===== config.mk =====
export PLATFORM = sky130hd
export DESIGN_NAME = vram_arbiter
export DESIGN_NICKNAME = d
export VERILOG_FILES = /design/src/rtl/vram_arbiter.sv
export SDC_FILE = /design/constraint.sdc
export NUM_CORES = 1
export LEC_CHECK = 0
export ABC_AREA = 0
export ABC_CLOCK_PERIOD_IN_PS = 2000
export CAP_MARGIN = 20
export CORE_MARGIN = 2
export CORE_UTILIZATION = 40
export CTS_CLUSTER_SIZE = 30
export DETAILED_ROUTE_END_ITERATION = 8
export GPL_ROUTABILITY_DRIVEN = 0
export GPL_TIMING_DRIVEN = 1
export PLACE_DENSITY = 0.78
export SETUP_SLACK_MARGIN = 0.4
export SYNTH_ARGS = -nofsm -noshare
export SYNTH_HDL_FRONTEND = slang
export SYNTH_SLANG_ARGS = --single-unit

===== constraint.sdc =====
create_clock -name clk_i -period 2 [get_ports clk_i]
set_clock_uncertainty 0.1 [all_clocks]
set_input_delay 0.2 -clock clk_i [delete_from_list [all_inputs] [get_ports clk_i]]
set_output_delay 0.2 -clock clk_i [all_outputs]
set_load 0.02 [all_outputs]

===== src/rtl/vram_arbiter.sv =====
// Arbiter sharing one single-port VRAM between display reads, which always win, and writes.
// Define VRAM_WR_FIFO_EN to buffer writes in a FIFO_DEPTH-entry FIFO drained in free cycles.
module vram_arbiter #(
  parameter int unsigned ADDR_W     = 10,
  parameter int unsigned DATA_W     = 20,
  parameter int unsigned STARVE_LIM = 64,
  parameter int unsigned FIFO_DEPTH = 4
) (
  input  logic              clk_i,
  input  logic              rst_i,
  input  logic              rd_req_i,
  input  logic [ADDR_W-1:0] rd_addr_i,
  output logic              rd_valid_o,
  output logic [DATA_W-1:0] rd_data_o,
  input  logic              wr_req_i,
  input  logic [ADDR_W-1:0] wr_addr_i,
  input  logic [DATA_W-1:0] wr_data_i,
  output logic              wr_ack_o,
  output logic              wr_busy_o,
  output logic              wr_starve_o,
  output logic [ADDR_W-1:0] mem_addr_o,
  output logic              mem_we_o,
  output logic [DATA_W-1:0] mem_wdata_o,
  input  logic [DATA_W-1:0] mem_rdata_i
);

  localparam int unsigned CntW = $clog2(STARVE_LIM + 1);
  localparam logic [CntW-1:0] LimCnt = CntW'(STARVE_LIM);

  typedef enum logic [1:0] {StIdle, StRd, StWr} state_e;

  state_e            state_q, state_d;
  logic              rd_valid_q;
  logic [DATA_W-1:0] rd_data_q;
  logic              wr_ack_q;
  logic [CntW-1:0]   cnt_q, cnt_d;
  logic [ADDR_W-1:0] addr_q;
  logic [DATA_W-1:0] wdata_q;

  logic              wr_elig;
  logic              wr_grant;
  logic              ack_d;
  logic [ADDR_W-1:0] src_addr;
  logic [DATA_W-1:0] src_data;

`ifdef VRAM_WR_FIFO_EN
  localparam int unsigned PtrW = $clog2(FIFO_DEPTH);

  logic [ADDR_W-1:0] fifo_addr_q [FIFO_DEPTH];
  logic [DATA_W-1:0] fifo_data_q [FIFO_DEPTH];
  logic [PtrW-1:0]   wptr_q, rptr_q;
  logic [PtrW:0]     count_q;
  logic              push, full, empty;

  assign full      = (count_q == (PtrW + 1)'(FIFO_DEPTH));
  assign empty     = (count_q == '0);
  assign push      = wr_req_i && !wr_ack_q && !full;
  assign wr_elig   = !empty;
  assign src_addr  = fifo_addr_q[rptr_q];
  assign src_data  = fifo_data_q[rptr_q];
  assign ack_d     = push;
  assign wr_busy_o = !rst_i && (!empty || (wr_req_i && !wr_ack_q));

  always_ff @(posedge clk_i) begin
    if (rst_i) begin
      wptr_q  <= '0;
      rptr_q  <= '0;
      count_q <= '0;
    end else begin
      if (push) begin
        fifo_addr_q[wptr_q] <= wr_addr_i;
        fifo_data_q[wptr_q] <= wr_data_i;
        wptr_q              <= wptr_q + 1'b1;
      end
      if (wr_grant) rptr_q <= rptr_q + 1'b1;
      case ({push, wr_grant})
        2'b10:   count_q <= count_q + 1'b1;
        2'b01:   count_q <= count_q - 1'b1;
        default: count_q <= count_q;
      endcase
    end
  end
`else
  logic unused_fifo_depth;

  assign unused_fifo_depth = ^FIFO_DEPTH;
  assign wr_elig   = wr_req_i && !wr_ack_q;
  assign src_addr  = wr_addr_i;
  assign src_data  = wr_data_i;
  assign ack_d     = wr_grant;
  assign wr_busy_o = !rst_i && wr_req_i && !wr_ack_q;
`endif

  // Reads always win; the bus holds its last address/data when nothing is granted.
  always_comb begin
    state_d     = StIdle;
    wr_grant    = 1'b0;
    mem_addr_o  = addr_q;
    mem_we_o    = 1'b0;
    mem_wdata_o = wdata_q;
    cnt_d       = cnt_q;
    if (rst_i) begin
      mem_addr_o  = '0;
      mem_wdata_o = '0;
    end else if (rd_req_i) begin
      state_d    = StRd;
      mem_addr_o = rd_addr_i;
    end else if (wr_elig) begin
      state_d     = StWr;
      wr_grant    = 1'b1;
      mem_addr_o  = src_addr;
      mem_we_o    = 1'b1;
      mem_wdata_o = src_data;
    end
    if (wr_grant) begin
      cnt_d = '0;
    end else if (!rst_i && wr_elig && (cnt_q != LimCnt)) begin
      cnt_d = cnt_q + 1'b1;
    end
  end

  always_ff @(posedge clk_i) begin
    if (rst_i) begin
      state_q    <= StIdle;
      rd_valid_q <= 1'b0;
      rd_data_q  <= '0;
      wr_ack_q   <= 1'b0;
      cnt_q      <= '0;
      addr_q     <= '0;
      wdata_q    <= '0;
    end else begin
      state_q    <= state_d;
      // RAM data for a read issued last cycle is valid now; it reaches rd_data_o next cycle.
      rd_valid_q <= (state_q == StRd);
      if (state_q == StRd) rd_data_q <= mem_rdata_i;
      wr_ack_q   <= ack_d;
      cnt_q      <= cnt_d;
      addr_q     <= mem_addr_o;
      wdata_q    <= mem_wdata_o;
    end
  end

  assign rd_valid_o  = rd_valid_q;
  assign rd_data_o   = rd_data_q;
  assign wr_ack_o    = wr_ack_q;
  assign wr_starve_o = (cnt_q == LimCnt);

endmodule


==> results of run 1 <==
[what timing repair did]
| action | CTS | global route |
|---|---|---|
| buffers inserted | 6 | 8 |
| pin swaps | 8 | 19 |
| endpoints found under the setup margin | 37 | 54 |
| cloned | 6 | 1 |
| gates resized for setup | 197 | 55 |
[Yosys cell counts]
cell      instances
nand2_1          66
dfxtp_1          61
a22o_1           40
a21oi_1          21
a311oi_1         20
nor2_1           15
clkbuf_1         14
buf_2            10
nand3_1           6
inv_1             3
nor2b_1           3
nor3_1            3
and3_2            2
clkinv_1          2
ha_1              2
mux2i_1           2
nand2b_1          2
nand3b_1          2
o211ai_1          2
a31oi_1           1
buf_1             1
nand4_1           1
nor4bb_1          1
o21a_1            1
o21ai_0           1
o22ai_1           1
o31a_1            1
o32ai_2           1
o41ai_1           1
or3b_2            1
or4_1             1
or4_4             1
[worst max path at each step]
stage	startpoint	endpoint	slack, ps	cells after the start
after detailed placement	wr_req_i	mem_addr_o[2]	-450	6
after global routing	wr_ack_o	mem_wdata_o[6]	-40	7
after CTS	wr_ack_o	mem_wdata_o[2]	10	7
final	wr_ack_o	mem_wdata_o[1]	30	7
after global placement	wr_req_i	mem_addr_o[0]	-390	6
after floorplan	wr_ack_o	mem_wdata_o[14]	370	5
[state kept, by name, indices dropped and copies added, names as in the netlist]
register / flops
wdata_q: 20
cnt_q: 7
addr_q: 10
rd_data_o: 20
wr_ack_o: 1
state_q: 2
rd_valid_o: 1
[logic make-up (layout without fill, tap and decap cells)]
kind of cell               Yosys count  in the layout  share of synthesized area
and+or+nand+nor                    104            104                     0.1781
DFF                                 61             61                     0.4789
buffers and inverters               30            194                    0.04907
other                                0              1                          0
muxes                                2              2                   0.007851
AOI/OAI and AO/OA                   90             90                     0.2763
adders and majority gates            2              2                   0.009812
[power by group]
part           total, W  leakage, nW  switching (W)  internal, W
clock          0.000997       0.0922       0.000486     0.000511
combinational  0.000747         1.68       0.000339     0.000407
sequential      0.00130        0.501      0.0000302      0.00127
[final cells by class]
cell class,instances,area [sq um],share of cell area
timing repair buffer,173,1869,0.3824
multi-input combinational,198,1493,0.3053
sequential,61,1226,0.2508
clock buffer,12,155.1,0.03174
tap,77,96.34,0.01971
inverter,5,23.77,0.004863
clock inverter,4,22.52,0.004607
antenna,1,2.502,0.0005119
[worst register-to-register path, stage by stage, from the launching register on]
cell     delay [ps]
dfxtp_1         310
or4_4           560
buf_6           140
o31a_1          290
o32ai_2         200
[metrics by stage]
| stage | hold slack, ps | setup slack [ps] |
|---|---|---|
| 5_1_grt | 293.0 | -37.08 |
| 3_5_place_dp | 345.9 | -445.1 |
| 2_1_floorplan | 225.5 | 372.2 |
| 6_report | 268.1 | 34.07 |
| 4_1_cts | 254.6 | 14.72 |
| 3_3_place_gp | 341.8 | -386.4 |
[layer usage]
| metal | vias to the layer above | routed length (um) |
|---|---|---|
| met5 | - | 0 |
| met4 | 0 | 228 |
| met3 | 18 | 513 |
| met2 | 100 | 4415 |
| met1 | 1357 | 3618 |
| li1 | 1375 | - |
==> metrics.yaml, run 1 <==
tritoncts: "built"
criticalPathCategory: "flip-flop to primary output"
drv_slew: 0
reg2reg_from: "cnt_q[2]"
arrival_ps: 1670
rr_endpoint: "cnt_q[1]"
synth_area_leader_cell: "dfxtp_1"
grt_setup_unrepaired: "true"
drive_above_1_share: 0.3289
grtUsageMet2: 0.4131
ant_nets: 0
worst_setup_path_start_kind: "flip-flop"
cellPowerDensity_nw_per_um2: 623.4
yosysTopAreaCellShare: 0.4789
grt_remaining_overflow: 0
r2r_cells: 4
design_area_sq_um: 4888
max-slew-margin-rel: 0.4852
grt_pass1_wl_mm: 13.48
fp-row-count: 29
hp-start: "rst_i"
max_cap_violations: 0
core_sq_um: 6241
vias: 2850
crit_buf_inv: 4
grt_max_degree: 37
drc: 0
hold_violations: 0
grt_use_met3: 0.04352
finalPower_w: 0.003048
setup_violations: 0
worstPathMaxFanout: 10
stdcell_count: 531
met1_usage: 0.2806
slowest_delay_ps: 360
ys_seq_elements: 61
worst-r2r-setup-slack_ps: 320
cp_slowest_cell: "dfxtp_4"
crit_path_frequent_cell: "buf_6"
cts_buffer_depth: 2
period_needed_ps: 1966
num-fill-cells: 427
avgRoutedWirePerCell_um: 16.53
io_pins: 119
layout.nets: 514
drt_pass1_iterations: 4
min_path_type: "input port to flip-flop"
first_global_vias: 2819
synth_area_sq_um: 2550
worst_slew_pin_slew_ps: 772.2
crit_required_ps: 1700
ys_types: 32
crit_family: "buffers and inverters"
grt.busiest_layer: "met2"
synth_nets: 355
mostFrequentLayoutCells: "clkdlybuf4s50_1 (63), dfxtp_1 (59), nand2_1 (56)"
placed_cells: 493
ys_warn_count: 0
clock_latency_ps: 340
dpl.hpwl_mm: 5.130
max_freq_mhz: 508.7
cts.clk_slew.worst_paths_ps: 70
grt_usage: 0.2372
syn_inst: 289
areaGrowthSynthToFinish_pct: 91.71
p_leak_nw: 2.269
port-buffer-count: 118
holdPathEnd: "rd_valid_o"
start_util: 0.4086
die_w_um: 83.84
syn_avg_cell_area_sq_um: 8.823
viasPerCell: 5.367
status: "completed"
finalCritPeriodShare: 0.9830
cts_root_buffer: "clkbuf_8"
tns_ps: 0
cts_sinks: 61
final_util: 0.7833
dpl_cell_area_sq_um: 4254
layout_commonest_cell: "clkdlybuf4s50_1"
ir_worst_vdd_mv: 0.4414
antenna_found_initial: 1
cts_buffers: 9
crit_path_end_kind: "primary output"
worstHoldPathCells: 3
routed_wl_mm: 8.775
synth.area.top_cells: "dfxtp_1 (48%), a22o_1 (14%), nand2_1 (9.7%)"
crit_chain: "nor2b_4 -> buf_6 -> a21oi_4 -> buf_6 -> buf_12 -> a22o_4 -> buf_6"
die_h_um: 83.84
ctsHoldBuffers: 0
synth-seq-area-share: 0.4789
die-area_sq_um: 7029
htreeDepth: 3
dr.first_iter.drc_count: 103
(Power assumes the default switching activity.)
==> run 2: changes to the inputs <==
--- a/config.mk
+++ b/config.mk
@@ -9,12 +9,12 @@
 export ABC_CLOCK_PERIOD_IN_PS = 2000
 export CAP_MARGIN = 20
 export CORE_MARGIN = 2
-export CORE_UTILIZATION = 40
+export CORE_UTILIZATION = 41
 export CTS_CLUSTER_SIZE = 30
 export DETAILED_ROUTE_END_ITERATION = 8
 export GPL_ROUTABILITY_DRIVEN = 0
 export GPL_TIMING_DRIVEN = 1
-export PLACE_DENSITY = 0.78
+export PLACE_DENSITY = 0.8
 export SETUP_SLACK_MARGIN = 0.4
 export SYNTH_ARGS = -nofsm -noshare
 export SYNTH_HDL_FRONTEND = slang
==> run 2 against run 1 <==
Net effect: die area is 2.3% lower; combinational power down 0.7%; worst hold slack improved by 15 ps; critical path type unchanged; core utilization up 4.1 points; cell area grew 0.44%; non-clock buffer count up 3; largest cell class unchanged; sequential power is essentially flat; total power grew 9.3%.
==> metrics.yaml, run 2 (synthesized netlist as in run 1, its figures left out) <==
status: "completed"  # unchanged
max_freq_mhz: 519.6  # was 508.7 MHz
p_comb_frac: 0.223  # was 0.245
io_pins: 119  # unchanged
num-fill-cells: 331  # was 427
grt_remaining_overflow: 0  # unchanged
hp-start: "rst_i"  # unchanged
worst_setup_path_start_kind: "flip-flop"  # unchanged
crit_required_ps: 1700  # about the same
min_path_type: "input port to flip-flop"  # unchanged
core_sq_um: 5956  # was 6241 sq um
first_global_vias: 2840  # was 2819
criticalPathCategory: "flip-flop to primary output"  # unchanged
drt_pass1_iterations: 5  # was 4
cellPowerDensity_nw_per_um2: 678.5  # was 623.4 nW/um^2
cp_slowest_cell: "dfxtp_4"  # unchanged
die-area_sq_um: 6867  # was 7029 sq um
final_util: 0.8244  # was 0.7833
reg2reg_from: "wr_ack_o"  # was cnt_q[2]
max_cap_violations: 0  # unchanged
vias: 2859  # was 2850
cts_buffer_depth: 2  # unchanged
startpoint: "wr_ack_o"  # unchanged
grt_setup_unrepaired: "true"  # unchanged
p_switching_w: 0.0008739  # was 0.0008555 W
die_h_um: 82.87  # was 83.84 um
layout.nets: 517  # was 514
intPower_w: 0.002457  # was 0.002192 W
grt_max_degree: 26  # was 37
cts_root_buffer: "clkbuf_8"  # unchanged
grt_usage: 0.2410  # was 0.2372
arrival_ps: 1620  # was 1670 ps
hold_violations: 0  # unchanged
htreeDepth: 3  # unchanged
tritoncts: "built"  # unchanged
antennaDiodeCount: 0  # was 1
ctsHoldBuffers: 0  # unchanged
antenna_found_initial: 0  # was 1
period_needed_ps: 1925  # was 1966 ps
die_w_um: 82.87  # was 83.84 um
areaGrowthSynthToFinish_pct: 92.54  # was 91.71%
worstPathMaxFanout: 10  # unchanged
cts_buffers: 9  # unchanged
mostFrequentLayoutCells: "nand2_1 (61), clkdlybuf4s50_1 (61), dfxtp_1 (59)"  # was clkdlybuf4s50_1 (63), dfxtp_1 (59), nand2_1 (56)
setup_violations: 0  # unchanged
p_leak_nw: 2.233  # was 2.269 nW
clock_latency_ps: 340  # about the same
crit_chain: "nor2b_4 -> buf_6 -> a21oi_4 -> buf_4 -> a22o_4 -> buf_2"  # was nor2b_4 -> buf_6 -> a21oi_4 -> buf_6 -> buf_12 -> a22o_4 -> buf_6
drv_slew: 0  # unchanged
ir_worst_vdd_mv: 0.6219  # was 0.4414 mV
finalCritPeriodShare: 0.9623  # was 0.9830
port-buffer-count: 118  # unchanged
power_frac_clock: 0.386  # was 0.327
drive_above_1_share: 0.3180  # was 0.3289
slowest_delay_ps: 360  # about the same
placed_cells: 496  # was 493
worst_slew_pin_slew_ps: 351.3  # was 772.2 ps
grt_pass1_wl_mm: 13.50  # was 13.48 mm
crit_path_end_kind: "primary output"  # unchanged
avgRoutedWirePerCell_um: 16.81  # was 16.53 um
p_sw_frac: 0.2623  # was 0.2807
fp-row-count: 28  # was 29
drc: 0  # unchanged
cts_sinks: 61  # unchanged
power_frac_seq: 0.391  # was 0.428
dpl.hpwl_mm: 5.290  # was 5.130 mm
routed_wl_mm: 8.927  # was 8.775 mm
cts.clk_slew.worst_paths_ps: 70  # about the same
stdcell_count: 531  # unchanged
viasPerCell: 5.384  # was 5.367
dr.first_iter.drc_count: 125  # was 103
ant_nets: 0  # unchanged
max-slew-margin-rel: 0.7626  # was 0.4852
start_util: 0.4282  # was 0.4086
## run 2: cell count changes in the layout (fill, tap and decap cells not counted), sizes merged
cell	previous run	this run
dlygate4sd2	4	12
dlymetal6s2s	17	11
buf	87	89
bufinv	0	2
clkdlybuf4s50	63	61
bufbuf	0	1
clkbuf	14	13
clkinv	5	4
diode	1	0
## run 2: worst max-delay path, delay by kind of cell, from the launching register on
kind / cells / cell delay [ps]
buffers and inverters: 3 / 460
DFF: 1 / 360
AOI/OAI and AO/OA: 2 / 320
and+or+nand+nor: 1 / 150
## run 2: final timing paths
path	end	slack (ps)	cells past startpoint
worst min-delay path	wr_ack_o	280	3
worst min register to register	rd_data_o[6]	350	2
worst max register to register	wdata_q[18]	210	9
worst max-delay path	mem_wdata_o[19]	80	6
## run 2: layout make-up
| cell class | instances | area (sq um) | share of cell area |
|---|---|---|---|
| Clock buffer | 11 | 152.6 | 0.03109 |
| Clock inverter | 5 | 81.33 | 0.01656 |
| Inverter | 5 | 23.77 | 0.004842 |
| Multi-Input combinational cell | 198 | 1470 | 0.2994 |
| Sequential cell | 61 | 1226 | 0.2497 |
| Tap cell | 75 | 93.84 | 0.01911 |
| Timing Repair Buffer | 176 | 1862 | 0.3792 |
## run 2: metrics by stage
step	total power [W]	setup TNS, ps	hold slack [ps]	setup WS (ps)	instance area, sq um
global placement	0.001962	-11460	341.3	-404.0	4277
detailed placement	0.001978	-12740	347.7	-456.9	4277
global route	0.003450	0	285.2	3.749	4910
floorplan	0.001629	0	225.5	372.2	2761
CTS	0.003292	0	256.8	71.26	4669
finish	0.003331	0	283.2	75.38	4910
## run 2: power by group through the flow
stage	Sequential, W	Combinational, W	Clock, W
2_1_floorplan	0.00135	0.000280	0
3_3_place_gp	0.00133	0.000636	0
3_5_place_dp	0.00133	0.000649	0
4_1_cts	0.00130	0.000692	0.00130
5_1_grt	0.00131	0.000784	0.00136
6_report	0.00130	0.000742	0.00128
## run 2: repair_timing
| item | CTS | global route |
|---|---|---|
| pin swaps | 8 | 21 |
| gates resized for setup | 204 | 41 |
| buffers inserted | 5 | 8 |
| gates cloned | 4 | 2 |
| setup endpoints to repair | 45 | 59 |
| hold endpoints to repair | 0 | 0 |
## run 2: layer usage
layer  up-vias  GRT usage  share of wire
met5         -          0              0
met4         0    0.09389          0.027
met3        22    0.07455          0.041
met2        97     0.4150           0.51
met1      1358     0.2785           0.42
li1       1382          -              -
==> run 3: changes to the inputs <==
--- a/config.mk
+++ b/config.mk
@@ -5,7 +5,6 @@
 export SDC_FILE = /design/constraint.sdc
 export NUM_CORES = 1
 export LEC_CHECK = 0
-export ABC_AREA = 0
 export ABC_CLOCK_PERIOD_IN_PS = 2000
 export CAP_MARGIN = 20
 export CORE_MARGIN = 2
==> results of run 3 <==
No change in the layout: final DEF, timing and power equal those of run 2.
